**config.mk**
```make
export PLATFORM = sky130hd
export DESIGN_NAME = sha256_core_param
export DESIGN_NICKNAME = d
export VERILOG_FILES = /design/src/rtl/sha256_core_param.sv
export SDC_FILE = /design/constraint.sdc
export NUM_CORES = 2
export LEC_CHECK = 0
export ABC_AREA = 1
export BUFFER_PORTS_ARGS = -buffer_cell sky130_fd_sc_hd__buf_2
export CAP_MARGIN = 20
export CORE_MARGIN = 5
export CORE_UTILIZATION = 39
export DETAILED_ROUTE_END_ITERATION = 6
export SKIP_LAST_GASP = 1
export SYNTH_ARGS = -nofsm -noshare
export SYNTH_HDL_FRONTEND = slang
export SYNTH_SLANG_ARGS = --single-unit
```
**constraint.sdc**
```tcl
create_clock -name clk -period 52.1 [get_ports clk]
set_input_delay 10.42 -clock clk [delete_from_list [all_inputs] [get_ports clk]]
set_output_delay 10.42 -clock clk [all_outputs]
set_load 0.01 [all_outputs]
```
**src/rtl/sha256_core_param.sv**
```systemverilog
// sha256_core_param: multi-block SHA-256 compression engine.
// Processes one 512-bit block per start/ready/done handshake and keeps the
// running digest internally so that consecutive blocks of a message chain.
// ROUNDS_PER_CYCLE (1, 2, 4 or 8) sets how many rounds are unrolled per clock.
// Optional feature macro: SHA256_MIDSTATE_EN adds the midstate/mid_sel ports
// so a block can start from an externally supplied chaining value.
module sha256_core_param #(
  parameter int ROUNDS_PER_CYCLE = 1
) (
  input  logic         clk,
  input  logic         rst,
  input  logic         start,
  input  logic         first,
  input  logic [511:0] block,
`ifdef SHA256_MIDSTATE_EN
  input  logic [255:0] midstate,
  input  logic         mid_sel,
`endif
  output logic         ready,
  output logic         done,
  output logic [255:0] digest
);

  localparam int R = ROUNDS_PER_CYCLE;
  localparam int STEPS = 64 / ROUNDS_PER_CYCLE;
  localparam logic [5:0] LAST_STEP = 6'(STEPS - 1);

  localparam logic [255:0] IV =
    256'h6a09e667bb67ae853c6ef372a54ff53a510e527f9b05688c1f83d9ab5be0cd19;

  localparam logic [31:0] K_TABLE [64] = '{
    32'h428a2f98, 32'h71374491, 32'hb5c0fbcf, 32'he9b5dba5, 32'h3956c25b, 32'h59f111f1, 32'h923f82a4, 32'hab1c5ed5,
    32'hd807aa98, 32'h12835b01, 32'h243185be, 32'h550c7dc3, 32'h72be5d74, 32'h80deb1fe, 32'h9bdc06a7, 32'hc19bf174,
    32'he49b69c1, 32'hefbe4786, 32'h0fc19dc6, 32'h240ca1cc, 32'h2de92c6f, 32'h4a7484aa, 32'h5cb0a9dc, 32'h76f988da,
    32'h983e5152, 32'ha831c66d, 32'hb00327c8, 32'hbf597fc7, 32'hc6e00bf3, 32'hd5a79147, 32'h06ca6351, 32'h14292967,
    32'h27b70a85, 32'h2e1b2138, 32'h4d2c6dfc, 32'h53380d13, 32'h650a7354, 32'h766a0abb, 32'h81c2c92e, 32'h92722c85,
    32'ha2bfe8a1, 32'ha81a664b, 32'hc24b8b70, 32'hc76c51a3, 32'hd192e819, 32'hd6990624, 32'hf40e3585, 32'h106aa070,
    32'h19a4c116, 32'h1e376c08, 32'h2748774c, 32'h34b0bcb5, 32'h391c0cb3, 32'h4ed8aa4a, 32'h5b9cca4f, 32'h682e6ff3,
    32'h748f82ee, 32'h78a5636f, 32'h84c87814, 32'h8cc70208, 32'h90befffa, 32'ha4506ceb, 32'hbef9a3f7, 32'hc67178f2
  };

  // Reject unsupported unroll factors at elaboration time.
  if (!(R == 1 || R == 2 || R == 4 || R == 8)) begin : g_bad_rounds
    $error("sha256_core_param: ROUNDS_PER_CYCLE must be 1, 2, 4 or 8");
  end

  function automatic logic [31:0] rotr(input logic [31:0] x, input int n);
    return (x >> n) | (x << (32 - n));
  endfunction

  function automatic logic [31:0] big_sigma0(input logic [31:0] x);
    return rotr(x, 2) ^ rotr(x, 13) ^ rotr(x, 22);
  endfunction

  function automatic logic [31:0] big_sigma1(input logic [31:0] x);
    return rotr(x, 6) ^ rotr(x, 11) ^ rotr(x, 25);
  endfunction

  function automatic logic [31:0] small_sigma0(input logic [31:0] x);
    return rotr(x, 7) ^ rotr(x, 18) ^ (x >> 3);
  endfunction

  function automatic logic [31:0] small_sigma1(input logic [31:0] x);
    return rotr(x, 17) ^ rotr(x, 19) ^ (x >> 10);
  endfunction

  typedef enum logic [1:0] {IDLE, ROUND, FINAL} state_t;

  state_t state, next_state;

  logic [5:0]   counter;
  logic [31:0]  h_reg [8];
  logic [31:0]  work  [8];
  logic [31:0]  w     [16];
  logic [255:0] chain_src;
  logic         accept;

  logic [31:0]  ext [16 + R];
  logic [31:0]  st  [R + 1][8];

  assign accept = (state == IDLE) && start;

  // State register; reset drops straight back to IDLE.
  always_ff @(posedge clk or posedge rst) begin
    if (rst) state <= IDLE;
    else     state <= next_state;
  end

  // Next-state logic and the ready output.
  always_comb begin
    next_state = state;
    ready      = 1'b0;
    case (state)
      IDLE: begin
        ready = 1'b1;
        if (start) next_state = ROUND;
      end
      ROUND: begin
        if (counter == LAST_STEP) next_state = FINAL;
      end
      FINAL: begin
        next_state = IDLE;
      end
      default: next_state = IDLE;
    endcase
  end

  // Select the chaining value loaded on accept: IV, current digest or midstate.
  always_comb begin
    chain_src = IV;
    if (!first) chain_src = digest;
`ifdef SHA256_MIDSTATE_EN
    if (mid_sel) chain_src = midstate;
`endif
  end

  // Unrolled rounds: extend the schedule window and chain R compression rounds.
  always_comb begin : round_logic
    logic [31:0] t1, t2;
    logic [5:0]  k_idx;
    t1    = '0;
    t2    = '0;
    k_idx = '0;
    for (int j = 0; j < 16; j++) ext[j] = w[j];
    for (int k = 0; k < R; k++) begin
      ext[16 + k] = small_sigma1(ext[14 + k]) + ext[9 + k] + small_sigma0(ext[1 + k]) + ext[k];
    end
    for (int j = 0; j < 8; j++) st[0][j] = work[j];
    for (int i = 0; i < R; i++) begin
      k_idx = counter * 6'(R) + 6'(i);
      t1 = st[i][7] + big_sigma1(st[i][4])
         + ((st[i][4] & st[i][5]) ^ (~st[i][4] & st[i][6]))
         + K_TABLE[k_idx] + ext[i];
      t2 = big_sigma0(st[i][0])
         + ((st[i][0] & st[i][1]) ^ (st[i][0] & st[i][2]) ^ (st[i][1] & st[i][2]));
      st[i + 1][0] = t1 + t2;
      st[i + 1][1] = st[i][0];
      st[i + 1][2] = st[i][1];
      st[i + 1][3] = st[i][2];
      st[i + 1][4] = st[i][3] + t1;
      st[i + 1][5] = st[i][4];
      st[i + 1][6] = st[i][5];
      st[i + 1][7] = st[i][6];
    end
  end

  // Datapath registers: load on accept, advance per round step, fold on FINAL.
  always_ff @(posedge clk or posedge rst) begin
    if (rst) begin
      counter <= '0;
      done    <= 1'b0;
      digest  <= '0;
      for (int j = 0; j < 8; j++) begin
        h_reg[j] <= '0;
        work[j]  <= '0;
      end
      for (int j = 0; j < 16; j++) w[j] <= '0;
    end else begin
      done <= (state == FINAL);
      if (accept) begin
        counter <= '0;
        for (int j = 0; j < 8; j++) begin
          h_reg[j] <= chain_src[255 - 32*j -: 32];
          work[j]  <= chain_src[255 - 32*j -: 32];
        end
        for (int j = 0; j < 16; j++) w[j] <= block[511 - 32*j -: 32];
      end else if (state == ROUND) begin
        counter <= counter + 6'd1;
        for (int j = 0; j < 8; j++)  work[j] <= st[R][j];
        for (int j = 0; j < 16; j++) w[j] <= ext[j + R];
      end else if (state == FINAL) begin
        for (int j = 0; j < 8; j++) digest[255 - 32*j -: 32] <= h_reg[j] + work[j];
      end
    end
  end

endmodule

```
==> flow_summary.rst <==
.. list-table::
   :header-rows: 1

   * - Metric
     - Value
   * - Number of top-level design ports
     - 774
   * - Clock sink total
     - 1289
   * - Number of clock buffers inserted by TritonCTS
     - 154
   * - Clock tree skew after final layout
     - 0.0525 ns
   * - Share of synthesized area occupied by flip-flops and latches
     - 37.9%
   * - Synth cell count leaders
     - sky130_fd_sc_hd__nand2_1, sky130_fd_sc_hd__o21ai_0, sky130_fd_sc_hd__inv_1
   * - Starting DRT DRC Count
     - 10200
   * - Number of maximum-capacitance constraint violations
     - 0
   * - Drt total wl
     - 389 mm
   * - CP arrival
     - 15.77 ns
   * - PortBufs
     - 773
   * - Final critical-path required period
     - 15.08 ns
   * - Area overhead of the layout relative to synthesis
     - 13.8%
   * - Placer congestion estimate
     - 1.01
   * - Clock-pin slew of the registers on the worst-case setup and hold paths
     - 0.06 ns
   * - Violations in the final reports
     - design-rule violations
   * - Clk_lat worst skew
     - 0.85 ns
   * - Antenna viol nets, final
     - 0
   * - Setup slack, reg-to-reg
     - 43.16 ns
   * - Longest Clk Path Bufs
     - 3
   * - Average footprint of a synthesized cell
     - 7.60 µm²
   * - Largest net degree at the start of global routing
     - 333
   * - Master cell of the clock root buffer
     - sky130_fd_sc_hd__clkbuf_16
   * - Syn Inst Count
     - 11200
   * - Most prevalent standard cell on the critical path
     - sky130_fd_sc_hd__buf_4
   * - CP Capture Type
     - flip-flop
   * - Synthesized flop and latch total
     - 1289
   * - Number of antenna violations at the first check in global routing
     - 121
   * - Library cell with the largest summed area after synthesis
     - sky130_fd_sc_hd__dfrtp_1
   * - Effective utilization at floorplan
     - 39.2%
   * - Net Count, Synth
     - 12300
   * - Total track usage
     - 32.9%
   * - Number of vias after detailed routing
     - 83600
   * - Min-Delay Path Class
     - flip-flop to flip-flop
   * - Drt via density
     - 5.67
   * - Worst-path cell chain
     - buf_2, nand2_8, inv_8, nor2_4, inv_8, buf_4, buf_4, buf_12, buf_4, buf_16, buf_4, o21ai_1
   * - Final net count
     - 12800
   * - Number of flops mapped to enable cells by yosys
     - 0
   * - Required time at the worst-slack endpoint
     - 52.79 ns
   * - Top-area cell type share of the netlist area
     - 37.9%
   * - Wire length per cell
     - 26.4 µm
   * - Hold Vio Cnt, Final
     - 0
   * - DRC violations left
     - 2
   * - CTS tree
     - yes
   * - Vias in the first global route
     - 80200
   * - Share of the cycle needed by the critical path after routing
     - 28.9%
   * - Max-slew headroom
     - 13.0%
   * - Combined area of all synthesized cells
     - 0.0852 mm²
   * - Flip-flop count of the largest register after layout
     - 512
   * - Number of H-tree branching levels
     - 4
   * - Transition time at the pin with the least slew margin
     - 1.30 ns
   * - Setup-failing EPs final
     - 0
   * - Top_reg_cell synth
     - sky130_fd_sc_hd__dfrtp_1
   * - Count of final max-slew check failures
     - 0
   * - Count of TritonRoute iterations in the first routing pass
     - 7
   * - Startpoint kind of the worst setup timing path
     - input pin
   * - Total number of yosys warnings
     - 0
   * - Total grt overflow
     - 0
   * - Number of core rows
     - 171
   * - Share of final-layout standard cells stronger than drive strength 1
     - 10.7%
   * - Post-CTS resize count
     - 0
   * - Post-placement setup slack
     - 35.90 ns
   * - Die Width
     - 477 µm
   * - Total negative slack
     - 0 ns
   * - DPL Wire Length
     - 305 mm
   * - Wire length of the first global-routing pass
     - 557 mm
   * - Most used standard cell by instance count after synthesis
     - sky130_fd_sc_hd__nand2_1
   * - Slowest stage delay, CP
     - 0.77 ns
   * - Final WS setup
     - 37.02 ns
   * - Number of buffers inserted by hold repair at cts
     - 0
   * - Filler cell count in the final layout
     - 22200
   * - Crit path kind
     - input pin to flip-flop
   * - Post-CTS Setup Repair Bufs
     - 0
   * - Library cells used by synthesis
     - 75
   * - Top achievable clock speed
     - 0.0663 GHz
   * - Top post-synthesis cells by area
     - sky130_fd_sc_hd__dfrtp_1, sky130_fd_sc_hd__o21ai_0, sky130_fd_sc_hd__nand2_1
   * - Chip Height
     - 477 µm
   * - Unrepaired setup endpoints after global routing
     - no
   * - Core box area
     - 0.217 mm²
   * - Die area
     - 0.228 mm²
   * - CP max-delay cell
     - sky130_fd_sc_hd__buf_4
   * - Post-synthesis async set-or-reset flop share
     - 100%
   * - Run status
     - complete, but fails checks
   * - Maximum net fanout on the critical path
     - 188
-- worst max-delay path, delay by kind of cell --
family | cells | cell delay [ns]
AND/OR/NAND/NOR | 2 | 0.29
AO/OA/AOI/OAI | 1 | 0.14
buffers and inverters | 9 | 4.40
-- per-layer routing --
metal  vias up  GRT usage (%)  share of wire [%]
met5         -              0              0.057
met3       710           6.40                8.7
li1      38000              -                  -
met1     40800           44.6                 42
met2      4069           50.9                 44
met4        28           15.3                5.1
-- path summary, 6_finish.rpt --
path / startpoint / endpoint / cells past startpoint
hold / removal: h_reg[83]$_DFFE_PP0P_ / h_reg[83]$_DFFE_PP0P_ / 2
hold reg to reg: h_reg[83]$_DFFE_PP0P_ / h_reg[83]$_DFFE_PP0P_ / 2
setup / recovery: start / ext[399]$_DFFE_PP0P_ / 12
setup reg to reg: counter[1]$_DFFE_PP0P_ / st[223]$_DFFE_PP0P_ / 35
max in group asynchronous: rst / st[135]$_DFFE_PP0P_ / 8
min in group asynchronous: rst / ext[174]$_DFFE_PP0P_ / 2
-- final cells by class --
class                           instances  area (µm²)  share of cell area, %
Clock inverter                         66        1070                   1.10
Timing Repair Buffer                  846        4650                   4.80
Clock buffer                          207        4320                   4.46
Antenna cell                           78         195                  0.201
Sequential cell                      1289       32300                   33.3
Multi-Input combinational cell       7711       44500                   45.9
Inverter                             1697        6410                   6.62
Tap cell                             2854        3570                   3.68
-- through the flow --
stage	cell area [µm²]	utilization, %	hold WS, ns	cells
2_1_floorplan	85200	-	0.449	11200
3_3_place_gp	91200	42.0	0.465	14400
3_5_place_dp	91200	42.0	0.472	14400
4_1_cts	96600	44.5	0.490	14700
5_1_grt	96900	44.6	0.497	14700
6_report	96900	44.6	0.489	14700
-- layout by cell type, fill, tap and decap left out, drive strengths merged, types with 5 or more instances in the layout --
| cell | n |
|---|---|
| o21ai | 2600 |
| nand2 | 2020 |
| inv | 1701 |
| dfrtp | 1289 |
| buf | 846 |
| nor2 | 520 |
| a21oi | 498 |
| ha | 395 |
| nand3 | 310 |
| clkbuf | 207 |
| fa | 197 |
| xor2 | 188 |
| xnor2 | 172 |
| a31oi | 114 |
| o22ai | 105 |
| or2 | 95 |
| nor3 | 83 |
| diode | 78 |
| nand4 | 55 |
| o211ai | 50 |
| clkinv | 41 |
| nor4 | 33 |
| o21bai | 33 |
| o31ai | 31 |
| a21o | 31 |
| o221ai | 20 |
| nand3b | 19 |
| bufinv | 16 |
| a21boi | 16 |
| a211oi | 15 |
| o21a | 14 |
| a2bb2oi | 13 |
| a221oi | 12 |
| a22oi | 12 |
| o311ai | 12 |
| a31o | 10 |
| a22o | 6 |
| clkinvlp | 5 |
-- logic make-up (layout without fill, tap and decap cells) --
family | after synthesis | count (layout) | share of synthesized area [%]
compound gates | 3613 | 3613 | 22.8
simple gates | 3146 | 3146 | 15.2
buf+inv | 2213 | 2816 | 9.98
flops | 1289 | 1289 | 37.9
fa+ha+maj | 592 | 592 | 10.4
xor+xnor | 360 | 360 | 3.70
other cells | 0 | 78 | 0
Power is not shown: default switching activity piles up to over one toggle a cycle in this logic, so the estimate is an artifact.
